$ cat src/rtl/mac_pipe_param.sv
// Parametrised pipelined signed multiply-accumulate with per-sample clear.
// Overflow either clamps to the rails or wraps, flagged on sat_out.
module mac_pipe_param #(
  parameter int IN_W        = 14,
  parameter int ACC_W       = 28,
  parameter int MULT_STAGES = 0,
  parameter int SATURATE    = 1
) (
  input  logic                    clk,
  input  logic                    reset,
  input  logic signed [IN_W-1:0]  a,
  input  logic signed [IN_W-1:0]  b,
  input  logic                    valid_in,
  input  logic                    clear_in,
  output logic signed [ACC_W-1:0] f,
  output logic                    valid_out,
  output logic                    sat_out
);

  localparam int PW = 2 * IN_W;

  localparam logic signed [ACC_W-1:0] ACC_MAX =
    {1'b0, {(ACC_W-1){1'b1}}};
  localparam logic signed [ACC_W-1:0] ACC_MIN =
    {1'b1, {(ACC_W-1){1'b0}}};

  if (ACC_W < PW) begin : g_bad_acc
    $error("mac_pipe_param: ACC_W must be >= 2*IN_W");
  end
  if (MULT_STAGES < 0 || MULT_STAGES > 3) begin : g_bad_stages
    $error("mac_pipe_param: MULT_STAGES must be 0..3");
  end

  typedef struct packed {
    logic                 valid;
    logic                 clear;
    logic signed [PW-1:0] p;
  } prod_t;

  logic signed [IN_W-1:0] a_q;
  logic signed [IN_W-1:0] b_q;
  logic                   v_q;
  logic                   c_q;

  // pipe[0] is the product register, the rest are extra delay stages
  prod_t pipe [MULT_STAGES+1];
  prod_t last;

  logic signed [ACC_W:0]   f_ext;
  logic signed [ACC_W:0]   p_ext;
  logic signed [ACC_W:0]   sum;
  logic                    ovf;
  logic                    do_idle;
  logic                    do_clr;
  logic                    do_ovf;
  logic                    do_acc;
  logic signed [ACC_W-1:0] f_nxt;
  logic                    sat_nxt;
  logic                    valid_nxt;

  always_ff @(posedge clk) begin
    a_q <= a;
    b_q <= b;
    pipe[0].p <= PW'(a_q) * PW'(b_q);
    for (int i = 1; i <= MULT_STAGES; i++) begin
      pipe[i].p <= pipe[i-1].p;
    end
    if (reset) begin
      v_q <= 1'b0;
      c_q <= 1'b0;
      for (int i = 0; i <= MULT_STAGES; i++) begin
        pipe[i].valid <= 1'b0;
        pipe[i].clear <= 1'b0;
      end
      f         <= '0;
      valid_out <= 1'b0;
      sat_out   <= 1'b0;
    end else begin
      v_q <= valid_in;
      c_q <= valid_in & clear_in;
      pipe[0].valid <= v_q;
      pipe[0].clear <= c_q;
      for (int i = 1; i <= MULT_STAGES; i++) begin
        pipe[i].valid <= pipe[i-1].valid;
        pipe[i].clear <= pipe[i-1].clear;
      end
      f         <= f_nxt;
      valid_out <= valid_nxt;
      sat_out   <= sat_nxt;
    end
  end

  assign last  = pipe[MULT_STAGES];
  assign f_ext = (ACC_W+1)'(f);
  assign p_ext = (ACC_W+1)'($signed(last.p));
  assign sum   = f_ext + p_ext;
  assign ovf   = sum[ACC_W] ^ sum[ACC_W-1];

  assign do_idle = ~last.valid;
  assign do_clr  = last.valid & last.clear;
  assign do_ovf  = last.valid & ~last.clear & ovf;
  assign do_acc  = last.valid & ~last.clear & ~ovf;

  always_comb begin
    f_nxt     = f;
    sat_nxt   = 1'b0;
    valid_nxt = last.valid;
    unique case (1'b1)
      do_idle: begin
        f_nxt = f;
      end
      do_clr: begin
        f_nxt = ACC_W'($signed(last.p));
      end
      do_ovf: begin
        sat_nxt = 1'b1;
        if (SATURATE != 0) begin
          f_nxt = sum[ACC_W] ? ACC_MIN : ACC_MAX;
        end else begin
          f_nxt = sum[ACC_W-1:0];
        end
      end
      do_acc: begin
        f_nxt = sum[ACC_W-1:0];
      end
      default: begin
        f_nxt = f;
      end
    endcase
  end

endmodule

$ cat config.mk
export PLATFORM = sky130hd
export DESIGN_NAME = mac_pipe_param
export DESIGN_NICKNAME = d
export VERILOG_FILES = /design/src/rtl/mac_pipe_param.sv
export SDC_FILE = /design/constraint.sdc
export NUM_CORES = 1
export LEC_CHECK = 0
export CORE_ASPECT_RATIO = 1.1
export CORE_UTILIZATION = 45
export DETAILED_ROUTE_END_ITERATION = 6
export PLACE_DENSITY_LB_ADDON = 0.2
export SKIP_CTS_REPAIR_TIMING = 1
export SLEW_MARGIN = 0
export SYNTH_ARGS = -nofsm -noshare
export SYNTH_HDL_FRONTEND = slang
export SYNTH_SLANG_ARGS = --single-unit
$ cat constraint.sdc
create_clock -name clk -period 8.25 [get_ports clk]
set_clock_uncertainty 0.2 [all_clocks]
set_input_delay 1.2375 -clock clk [delete_from_list [all_inputs] [get_ports clk]]
set_output_delay 1.2375 -clock clk [all_outputs]
set_load 0.01 [all_outputs]
==> results_dict.tcl, run 1 <==
set metrics [dict create \
    drv_cap 0 \
    syn_nets 1599 \
    synthAdderAreaFrac 0.436 \
    min_period_ns 6.60 \
    synth_xor_xnor_area_share 0.0417 \
    synth_top_family_by_area "adder cells" \
    io_buffer_count 61 \
    finalNetCount 1628 \
    drt-vias-per-instance 5.08 \
    worst_pin_slew_ns 0.709 \
    fin_crit_sh 0.801 \
    grt_setup_unrepaired "false" \
    async_reset_ff_frac 0 \
    syn_inst 1276 \
    start_util 0.462 \
    cp-end-kind "flip-flop" \
    internal-power_mw 3.07 \
    synth_edf_count 0 \
    top_level_ports 62 \
    dieArea_um2 26700 \
    n_antenna_cell 0 \
    grt_start_max_net_pins 40 \
    synth-main-ff-cell "dfxtp_1" \
    seqPwrFrac 0.116 \
    combPwrFrac 0.814 \
    relSlewSlack 0.527 \
    fp-row-count 61 \
    antenna_found_initial 0 \
    synth-simple-area-share 0.157 \
    cts_made_buffers 9 \
    synthTopCellsByCount "243 x inv_1, 196 x fa_1, 125 x nand2_1, 102 x and2_1, 95 x ha_1" \
    synth.distinct_cells 65 \
    hpwl_um 21600 \
    synth_seq_area_share 0.154 \
    slew_viol_final 0 \
    synth_top_cell_by_area "fa_1" \
    grt_pass1_vias 8720 \
    synth_most_common_cell "inv_1" \
    dieWidth_um 156 \
    ant_nets 0 \
    synth.area.mux_share 0.000853 \
    finalHoldViolCount 0 \
    finalSetupTns_ns 0 \
    p_sw_frac 0.487 \
    cts_num_sinks 90 \
    yosysTopAreaCellShare 0.334 \
    powerDensity_nw_per_um2 464 \
    status "complete, no violations" \
    critPathRequiredTime_ns 8.33 \
    synth_compound_area_frac 0.115 \
    dr_total_vias 8413 \
    hp-class "reg2reg" \
    area_delta_synth_final_pct 9.82 \
    netlist_top_cells_area "fa_1 33%, dfxtp_1 15%, ha_1 10%, inv_1 7.8%, and2_1 5.4%" \
    drt-initial-drc-count 312 \
    hold_slack_ns 0.241 \
    p_clk_frac 0.070 \
    peakVddDrop_uv 325 \
    finalSetupViolCount 0 \
    drive_above_1_share 0.0435 \
    crit_type "reg2reg" \
    max_freq_mhz 151 \
    grt_usage 0.212 \
    netlist_area_um2 11700 \
    nFillCells 2410 \
    critPathArrivalTime_ns 6.69 \
    p_sw_mw 2.92 \
    grt_overflow 0 \
    place_congestion 0.875 \
    grt_pass1_wl_um 44300 \
    tritoncts "yes" \
    utilization 0.507 \
    die_h_um 171 \
    path_clk_slew_ns 0.08 \
    routedWlPerCell_um 15.9 \
    dr.pass1.iters 5 \
    crit_path_start_kind "flip-flop" \
    clk_latency_ns 0.35 \
    syn_area_per_cell_um2 9.20 \
    ys_ff_latch 90 \
    cts-root-buf "clkbuf_16" \
    cp_max_fo 14 \
    core_area_um2 25400 \
    ys_warn_count 0 \
    wl_um 26300 \
    p_leak_nw 6.20 \
    h-tree-depth 3 \
    cts_buffer_depth 2 \
    drc_errors 0 \
]
[power groups by stage]
stage / Clock (mW) / Sequential (mW) / Combinational [mW]
2_1_floorplan: 0 / 0.656 / 4.04
3_3_place_gp: 0 / 0.702 / 4.82
6_report: 0.418 / 0.693 / 4.87
5_1_grt: 0.452 / 0.704 / 5.60
3_5_place_dp: 0 / 0.703 / 4.90
4_1_cts: 0.429 / 0.692 / 4.94
[cell families (layout without fill, tap and decap cells)]
family / Yosys count / after routing
simple gates: 367 / 367
compound gates: 182 / 182
flops: 90 / 90
fa+ha+maj: 291 / 291
buf+inv: 290 / 324
xor+xnor: 55 / 55
mux: 1 / 1
[layer usage]
layer  up-vias  global-route usage  share of wire
met5         -                   0              0
li1       4064                   -              -
met2       171               0.365           0.47
met1      4148               0.282           0.47
met3        30              0.0247          0.040
met4         0              0.0584          0.020
[path summary, 6_finish.rpt]
path	start	end	slack, ns	cells past startpoint
max	a_q[9]	pipe[0][27]	1.65	21
min	c_q	pipe[0][28]	0.24	1
max reg2reg	a_q[9]	pipe[0][27]	1.65	21
min reg2reg	c_q	pipe[0][28]	0.24	1
[registers in the layout (all words and copies together) (netlist names)]
signal,count
pipe,30
f,28
a_q,14
b_q,14
c_q,1
sat_out,1
v_q,1
valid_out,1
[worst max-delay path, cell delays in order (launching register included)]
cell	delay, ns
dfxtp_1	0.67
nand2_1	0.15
fa_1	0.52
fa_1	0.49
inv_1	0.05
fa_1	0.49
fa_1	0.54
inv_1	0.05
fa_1	0.45
fa_1	0.49
inv_1	0.04
ha_1	0.33
a21o_1	0.22
a21oi_1	0.21
a2bb2oi_1	0.25
a31oi_1	0.16
o41ai_2	0.35
o211ai_1	0.14
a31o_2	0.27
a21o_1	0.17
a21oi_1	0.16
xnor2_1	0.14
[layout by cell type (no fill, tap or decap), types with 8 or more instances in the layout]
cell type,count
a211oi_1,11
a21o_1,20
a21oi_1,47
a311oi_2,9
and2_1,102
clkbuf_16,9
clkdlybuf4s50_1,61
dfxtp_1,90
fa_1,196
ha_1,95
inv_1,243
nand2_1,125
nand2_2,8
nand2b_1,13
nand3_1,13
nor2_1,54
nor3_1,16
o21a_1,12
o21ai_0,17
xnor2_1,41
xor2_1,13
[per-stage QoR]
stage / std cells / setup slack, ns / cell area (um2) / power (mW)
2_1_floorplan: 1276 / 2.07 / 11700 / 4.70
3_3_place_gp: 1640 / 1.73 / 12600 / 5.52
3_5_place_dp: 1640 / 1.62 / 12600 / 5.60
4_1_cts: 1656 / 1.60 / 12900 / 6.06
5_1_grt: 1656 / 1.22 / 12900 / 6.76
6_report: 1656 / 1.65 / 12900 / 5.98
[cell type report]
cell class / count / area [um2] / share of cell area
multi-input cells: 896 / 8810 / 0.684
flip-flops and latches: 90 / 1800 / 0.140
inverters: 244 / 916 / 0.0711
repair buffers: 64 / 633 / 0.0491
well taps: 346 / 433 / 0.0336
clock buffers: 10 / 239 / 0.0185
clock inverters: 6 / 50.0 / 0.00388
Power figures use the tool's default switching activity.
==> inputs of run 2 (changes only) <==
- clock period: 8.25 -> 5.7 ns (I/O delays scaled with it)
==> run 2 against run 1 <==
  * The run now ends with setup timing left
  * Cell area grew 9.1%
  * Via count rose by 4.0%
  * Final cell count grew 6.5%
  * Critical endpoint unchanged
  * Largest cell class unchanged
==> results_dict.tcl, run 2 (synthesis results as in run 1) <==
set metrics [dict create \
    crit_type "reg2reg" \
    max_freq_mhz 167 \
    use_met2 0.376 \
    h-tree-depth 3 \
    place_congestion 0.902 \
    drt-vias-per-instance 4.96 \
    largest_register_ffs 30 \
    finalSetupViolCount 5 \
    r2r_setup_slack_ns -0.30 \
    fin_crit_sh 1.05 \
    dp_cells 1741 \
    dr_total_vias 8749 \
    final_cell_mix "234 x inv_1, 192 x fa_1, 125 x nand2_1" \
    cp_max_fo 3 \
    grt_pass1_wl_um 44700 \
    finalNetCount 1736 \
    grt_pass1_vias 9272 \
    routedWlPerCell_um 14.9 \
    grtUsageMet1 0.267 \
    hpwl_um 22300 \
    cts-root-buf "clkbuf_16" \
    design_area_um2 14100 \
    area_delta_synth_final_pct 19.8 \
    drc_errors 0 \
    dieArea_um2 26700 \
    drt-initial-drc-count 349 \
    drv_cap 0 \
    grt-busiest-layer "met2" \
    worst_pin_slew_ns 0.983 \
    cts_num_sinks 90 \
    placed_cell_area_um2 13500 \
    multi_input_area_um2 9060 \
    cts_buffer_depth 2 \
    reg_top3 "pipe: 30 flops, f: 28 flops" \
    dr.pass1.iters 5 \
    critPathRequiredTime_ns 5.78 \
    critPathArrivalTime_ns 6.08 \
    min_period_ns 6.00 \
    antenna_found_initial 0 \
    tritoncts "yes" \
    seqCellArea_um2 1840 \
    crit_path_start_kind "flip-flop" \
    wl_um 26200 \
    cp-end-kind "flip-flop" \
    io_buffer_count 61 \
    grt_setup_unrepaired "true" \
    drive_above_1_share 0.164 \
    slew_viol_final 0 \
    n_antenna_cell 0 \
    die_h_um 171 \
    cts_made_buffers 9 \
    setup_slack_ns -0.296 \
    start_util 0.462 \
    status "complete, but fails checks" \
    fin_cells 1764 \
    ant_nets 0 \
    use_met3 0.0285 \
    regMostFlops "pipe" \
    finalHoldViolCount 0 \
    clk_latency_ns 0.35 \
    mostFrequentLayoutCell "inv_1" \
    fp-row-count 61 \
    nFillCells 2305 \
    violations "setup timing" \
    relSlewSlack 0.344 \
    dieWidth_um 156 \
    grt_start_max_net_pins 34 \
    grt_usage 0.210 \
    hp-class "reg2reg" \
    top_level_ports 62 \
    grt_overflow 0 \
    path_clk_slew_ns 0.07 \
    core_area_um2 25400 \
    place_ws_ns -0.451 \
]
run 2: cell count changes in the layout (fill, tap and decap cells not counted), moves of 7 or more:
cell | before | now
buf_4 | 3 | 100
dfxtp_1 | 90 | 68
dfxtp_2 | 0 | 17
inv_1 | 243 | 234
inv_2 | 1 | 10
ha_1 | 95 | 87
a21oi_1 | 47 | 40
a21oi_2 | 0 | 7
ha_4 | 0 | 7
run 2: final timing paths:
check,end,cells past startpoint,startpoint
max,pipe[0][27],23,a_q[5]
min,pipe[0][28],1,c_q
max reg2reg,pipe[0][27],23,a_q[5]
min reg2reg,pipe[0][28],1,c_q
run 2: cell type report:
class	instances	share of cell area
flip-flops and latches	90	0.131
well taps	346	0.0308
multi-input cells	896	0.644
clock buffers	10	0.0170
clock inverters	6	0.00338
repair buffers	172	0.108
inverters	244	0.0652
run 2: per-layer routing:
metal / part of all wire / vias up
li1: - / 4283
met1: 0.46 / 4299
met2: 0.49 / 136
met3: 0.027 / 31
met4: 0.015 / 0
met5: 0 / -
run 2: critical path, cell delays in order, from the launching register on:
cell	delay, ns
dfxtp_2	0.34
and2_4	0.16
fa_1	0.52
inv_1	0.05
fa_1	0.47
inv_1	0.05
fa_1	0.47
inv_1	0.05
fa_1	0.47
inv_1	0.05
fa_1	0.48
inv_1	0.05
fa_1	0.47
inv_1	0.04
ha_2	0.17
or3_4	0.33
o211ai_1	0.31
a31oi_2	0.17
o41ai_2	0.29
o211ai_1	0.13
a31o_2	0.25
a21o_1	0.16
a21oi_2	0.14
xnor2_1	0.12
run 2: metrics by stage:
stage	hold WS (ns)	utilization	setup TNS, ns
2_1_floorplan	0.214	-	-0.331
3_3_place_gp	0.224	0.532	-1.43
3_5_place_dp	0.225	0.532	-1.80
4_1_cts	0.244	0.543	-1.87
5_1_grt	0.262	0.553	-1.85
6_report	0.239	0.553	-0.701
Power of run 2 is left out: the tool's default activity adds up to more than one toggle a clock period on the data nets, which glitch-free logic cannot reach.
==> inputs of run 3 (changes only) <==
- CORE_MARGIN: unset -> 5
==> run 3 against run 2 <==
  * The flow still finishes with violations (setup timing)
  * Utilization down 1.1 points
  * Fmax down 0.76%
  * Global-route usage down 1.8 points
  * Largest cell class unchanged
==> results_dict.tcl, run 3 (synthesis results as in run 1) <==
set metrics [dict create \
    grt_overflow 0 \
    antenna_found_initial 0 \
    final_cell_mix "242 x inv_1, 194 x fa_1, 125 x nand2_1" \
    cts_made_buffers 9 \
    cp_max_fo 3 \
    drive_above_1_share 0.147 \
    fin_cells 1767 \
    grt_pass1_wl_um 45500 \
    hpwl_um 22600 \
    min_period_ns 6.04 \
    grt_usage 0.192 \
    drv_cap 0 \
    fp-row-count 62 \
    start_util 0.453 \
    finalHoldViolCount 0 \
    mostFrequentLayoutCell "inv_1" \
    critPathArrivalTime_ns 6.08 \
    largest_register_ffs 30 \
    ant_nets 0 \
    setup_slack_ns -0.342 \
    dr_total_vias 8615 \
    io_buffer_count 61 \
    clk_latency_ns 0.35 \
    routedWlPerCell_um 14.8 \
    top_level_ports 62 \
    critPathRequiredTime_ns 5.74 \
    dr.pass1.iters 5 \
    grt_pass1_vias 9307 \
    drt-vias-per-instance 4.88 \
    place_congestion 0.895 \
    fin_crit_sh 1.06 \
    die_h_um 179 \
    dp_cells 1746 \
    path_clk_slew_ns 0.07 \
    grt_setup_unrepaired "true" \
    drc_errors 0 \
    regMostFlops "pipe" \
    dieWidth_um 164 \
    relSlewSlack 0.499 \
    hp-class "reg2reg" \
    crit_type "reg2reg" \
    finalNetCount 1733 \
    reg_top3 "pipe: 30 flops, f: 28 flops" \
    h-tree-depth 3 \
    cp-end-kind "flip-flop" \
    cts_num_sinks 90 \
    worst_pin_slew_ns 0.752 \
    dieArea_um2 29400 \
    n_antenna_cell 0 \
    finalSetupViolCount 5 \
    max_freq_mhz 166 \
    wl_um 26200 \
    violations "setup timing" \
    cts_buffer_depth 2 \
    tritoncts "yes" \
    grt_start_max_net_pins 40 \
    slew_viol_final 0 \
    core_area_um2 25900 \
    cts-root-buf "clkbuf_16" \
    drt-initial-drc-count 341 \
    status "complete, but fails checks" \
    crit_path_start_kind "flip-flop" \
    area_delta_synth_final_pct 19.7 \
]
[run 3: final cells by class]
type                            count  area (um2)
Tap cell                          352         440
Sequential cell                    90        1820
Inverter                          244         916
Multi-Input combinational cell    896        9060
Fill cell                        2419       11900
Timing Repair Buffer              169        1490
Clock buffer                       12         267
Clock inverter                      4        56.3
[run 3: worst max-delay path: stages, from the launching register on]
cell	delay, ns
dfxtp_2	0.33
and2_4	0.15
fa_1	0.53
inv_1	0.05
fa_1	0.50
inv_2	0.05
fa_1	0.48
inv_1	0.05
fa_1	0.47
inv_1	0.05
fa_1	0.47
inv_1	0.05
fa_1	0.47
inv_1	0.04
ha_2	0.17
or3_4	0.33
buf_4	0.14
buf_6	0.11
o311ai_4	0.32
a211oi_2	0.13
nor2_1	0.13
a21o_1	0.17
nor2_2	0.06
a2111oi_4	0.23
a21oi_2	0.10
xor2_1	0.16
[run 3: worst paths after layout]
check                            start     endpoint  slack [ns]  cells after the start
worst max-delay path            a_q[5]  pipe[0][26]       -0.34                     25
worst min-delay path               v_q  pipe[0][29]        0.24                      1
worst max register to register  a_q[5]  pipe[0][26]       -0.34                     25
worst min register to register     v_q  pipe[0][29]        0.24                      1
[run 3: through the flow]
stage	instance area [um2]	setup TNS [ns]	util	hold WS (ns)	setup slack, ns
floorplan	11900	-0.331	-	0.214	-0.193
global placement	13500	-1.36	0.522	0.227	-0.364
detailed placement	13500	-1.71	0.522	0.226	-0.437
CTS	13800	-1.89	0.534	0.243	-0.482
global route	14000	-3.28	0.542	0.264	-0.608
finish	14000	-1.28	0.542	0.242	-0.342
[run 3: layer usage]
layer  GRT usage  vias up  share of wire
li1            -     4273              -
met1       0.259     4190           0.47
met2       0.331      126           0.49
met3      0.0245       26          0.029
met4      0.0426        0          0.012
met5           0        -              0
Power of run 3 is left out for the same reason.
==> RTL change 1: new RTL, config.mk and constraints of run 2 <==
Put one more register stage on the output `f`, without a reset. The value now appears one clock later. The other outputs are not delayed to match.
--- a/src/rtl/mac_pipe_param.sv
+++ b/src/rtl/mac_pipe_param.sv
@@ -23,6 +23,8 @@
     {1'b0, {(ACC_W-1){1'b1}}};
   localparam logic signed [ACC_W-1:0] ACC_MIN =
     {1'b1, {(ACC_W-1){1'b0}}};
+
+  logic signed [ACC_W-1:0] f_s0;
 
   if (ACC_W < PW) begin : g_bad_acc
     $error("mac_pipe_param: ACC_W must be >= 2*IN_W");
@@ -72,7 +74,7 @@
         pipe[i].valid <= 1'b0;
         pipe[i].clear <= 1'b0;
       end
-      f         <= '0;
+      f_s0      <= '0;
       valid_out <= 1'b0;
       sat_out   <= 1'b0;
     end else begin
@@ -84,14 +86,14 @@
         pipe[i].valid <= pipe[i-1].valid;
         pipe[i].clear <= pipe[i-1].clear;
       end
-      f         <= f_nxt;
+      f_s0      <= f_nxt;
       valid_out <= valid_nxt;
       sat_out   <= sat_nxt;
     end
   end
 
   assign last  = pipe[MULT_STAGES];
-  assign f_ext = (ACC_W+1)'(f);
+  assign f_ext = (ACC_W+1)'(f_s0);
   assign p_ext = (ACC_W+1)'($signed(last.p));
   assign sum   = f_ext + p_ext;
   assign ovf   = sum[ACC_W] ^ sum[ACC_W-1];
@@ -102,12 +104,12 @@
   assign do_acc  = last.valid & ~last.clear & ~ovf;
 
   always_comb begin
-    f_nxt     = f;
+    f_nxt     = f_s0;
     sat_nxt   = 1'b0;
     valid_nxt = last.valid;
     unique case (1'b1)
       do_idle: begin
-        f_nxt = f;
+        f_nxt = f_s0;
       end
       do_clr: begin
         f_nxt = ACC_W'($signed(last.p));
@@ -124,10 +126,14 @@
         f_nxt = sum[ACC_W-1:0];
       end
       default: begin
-        f_nxt = f;
+        f_nxt = f_s0;
       end
     endcase
   end
 
+  always_ff @(posedge clk) begin
+    f <= f_s0;
+  end
+
 endmodule
 
Behaviour: not the same (a bounded check fails within 4 cycles, from zero or initial values and one cycle with reset high).
==> RTL change 1 against run 2 <==
Sequential share of layout area increased by 3.2 points; routed wire length increased by 0.58%; critical path depth decreased by 4; non-clock buffer count decreased by 8; sequential cell count increased by 28; first-iteration DRC count decreased by 12%; final area increased by 4.2%; worst setup slack improved by 85 ps; critical endpoint unchanged; the run still ends with negative setup slack left; synthesized area increased by 3.6%; die area increased by 3.6%.
Power is not shown: default switching activity piles up to over one toggle a cycle in this logic, so the estimate is an artifact.
==> RTL change 1: results <==
cells_and_area:
  drive_gt1_frac: 0.148
  multi_input_area_mm2: 0.00886
  clock_buffers: 20
  final_cell_count_no_fill: 1781
  multi_input_cells: 871
  n_all_buffers: 164
  final.fill_count: 2328
  biggestRegsByFlops: "pipe x30, f x28, f_s0 x28"
yosys:
  synthXorXnorAreaFrac: 0.0403
  ys_top_cells_by_count: "inv_1 (243), fa_1 (196), dfxtp_1 (118)"
placed_design:
  hpwl_um: 21400
  dpl.cell_count: 1745
  dpl-instance-area_mm2: 0.0138
  place_congestion: 0.909
worst_setup_path:
  worst-path-max-fanout: 10
  rr_worst_depth: 19
  crit_arrival_ps: 6010
  crit_path_max_incr_delay_ps: 550
global_route:
  grt_pass1_vias: 9474
  grt_usage: 0.202
clock_tree:
  h-tree-depth: 4
  clock_latency_ps: 420
  cts_buffers: 17
worst_hold_path:
  hold_depth: 0
timing:
  setup_viol: 4
  fin_tns_setup_ps: -556
  fin_ws_ps: -211
  worst_pin_slew_ps: 813
  fin_hold_ws_ps: 175
run_status:
  violations: "negative setup slack"
  status: "complete, but fails checks"
drt:
  routed_wl_um: 26400
-- RTL change 1: cell types whose count changed after synthesis, sizes merged, moves of 5 or more --
cell / delta
a22oi: +17
o22ai: -6
a311oi: -9
nand2: -23
dfxtp: +28
or3: -5
a211oi: +19
a31o: -5
and3: -7
nor3: -9
-- RTL change 1: final timing paths --
| check | to | from |
|---|---|---|
| worst min-delay path | f[0]$_DFF_P_ | f_s0[0]$_SDFFE_PP0P_ |
| worst max-delay path | pipe[0][27]$_DFF_P_ | b_q[5]$_DFF_P_ |
| worst max register to register | pipe[0][27]$_DFF_P_ | b_q[5]$_DFF_P_ |
| worst min register to register | f[0]$_DFF_P_ | f_s0[0]$_SDFFE_PP0P_ |
-- RTL change 1: metal layers --
layer  GRT usage  wire length (µm)
met1       0.261             12000
met2       0.348             13000
met3      0.0305               960
met4      0.0623               437
met5           0                 0
==> RTL change 2: new RTL, flow settings as in run 2 <==
Without the edit above. Change the parameter `IN_W` from 14 to 7.
--- a/src/rtl/mac_pipe_param.sv
+++ b/src/rtl/mac_pipe_param.sv
@@ -1,7 +1,7 @@
 // Parametrised pipelined signed multiply-accumulate with per-sample clear.
 // Overflow either clamps to the rails or wraps, flagged on sat_out.
 module mac_pipe_param #(
-  parameter int IN_W        = 14,
+  parameter int IN_W        = 7,
   parameter int ACC_W       = 28,
   parameter int MULT_STAGES = 0,
   parameter int SATURATE    = 1
Interface: changed (resized a and b); port bits go from 62 to 48. The function was not compared with the original's and may differ.
==> RTL change 2 against run 2 <==
Routed wire length down 53%; critical endpoint is now pipe[0][13]$_DFF_P_; sequential cell count down 28; maximum frequency up 28%; via count down 47%; worst setup slack better by 1300 ps; count of clock-buffer cells in the layout down 1; non-clock buffer count down 122; critical path type unchanged; synthesized area down 52%; final area down 54%.
==> RTL change 2: results <==
worst_setup_path:
  crit_path_max_incr_delay_ps: 530
  worst-path-max-fanout: 7
  crit_arrival_ps: 4770
  rr_worst_depth: 17
  crit_family: "adder cells"
placed_design:
  hpwl_um: 9480
  place_congestion: 0.947
  dpl-instance-area_mm2: 0.00614
  pre_cts_slack_ps: 1030
  numPortBuffers: 47
global_route:
  use_met2: 0.380
  grt_pass1_vias: 4660
  grt_max_degree: 33
  grt_usage: 0.212
  grtUsageMet1: 0.243
  grt_pass1_wl_um: 21300
  grt_util_met3: 0.0425
cells_and_area:
  final.fill_count: 1127
  finalInstanceArea_mm2: 0.00646
  nets: 789
  drive_gt1_frac: 0.0647
  largest_reg_flops: 28
  biggestRegsByFlops: "f x28, pipe x16"
yosys:
  synth_fp_nets: 749
  ys_seq_area_frac: 0.223
  synthTopCellsByArea: "dfxtp_1 (22%), fa_1 (14%), ha_1 (13%), inv_1 (5.5%), a21oi_1 (3.3%)"
  ys_top_cells_by_count: "inv_1 (82), dfxtp_1 (62), ha_1 (56)"
  synthFlopType: "dfxtp_1"
drt:
  drt_iter0_drc: 155
  dr.pass1.iters: 4
  drt-wirelength-per-cell_um: 14.8
timing:
  worst_pin_slew_ps: 1000
run_status:
  status: "finished clean"
clock_tree:
  cts.clk_slew.worst_paths_ps: 60
## RTL change 2: cell count changes after synthesis, sizes merged, moves of 21 or more
cell,before,now
and2,102,30
clkbuf,37,12
dfxtp,90,62
fa,196,40
ha,95,56
inv,244,82
nand2,133,49
xnor2,41,20
## RTL change 2: kinds of logic after synthesis
group,Yosys count,share of synthesized area
AND/OR/NAND/NOR,172,0.150
adder cells (fa/ha/maj),98,0.273
AO/OA/AOI/OAI,164,0.217
buffers and inverters,103,0.0776
XOR/XNOR,36,0.0599
flip-flops,62,0.223
## RTL change 2: area by class of cell
class                   count  share of cell area
multi-input cells         470               0.604
inverters                  82              0.0476
well taps                 154              0.0298
repair buffers             50              0.0763
flip-flops and latches     62               0.192
clock buffers               9              0.0348
clock inverters             7              0.0151
## RTL change 2: worst paths after layout
kind	from	end	slack [ps]
min reg2reg	v_q$_SDFF_PP0_	pipe[0][15]$_SDFF_PP0_	240
min	v_q$_SDFF_PP0_	pipe[0][15]$_SDFF_PP0_	240
max reg2reg	a_q[3]$_DFF_P_	pipe[0][13]$_DFF_P_	1000
max	a_q[3]$_DFF_P_	pipe[0][13]$_DFF_P_	1000
## RTL change 2: per-layer routing
metal  up-vias  part of all wire  routed length (µm)
li1       2285                 -                   -
met1      2212              0.43                5310
met2        76              0.52                6450
met3        22             0.029                 353
met4         0             0.021                 257
met5         -                 0                   0
## RTL change 2: per-stage QoR
| stage | hold slack, ps | power, W | cells |
|---|---|---|---|
| 2_1_floorplan | 214 | 0.00167 | 635 |
| 5_1_grt | 269 | 0.00274 | 834 |
| 3_5_place_dp | 235 | 0.00191 | 818 |
| 4_1_cts | 240 | 0.00252 | 834 |
| 6_report | 237 | 0.00251 | 834 |
| 3_3_place_gp | 224 | 0.00187 | 818 |
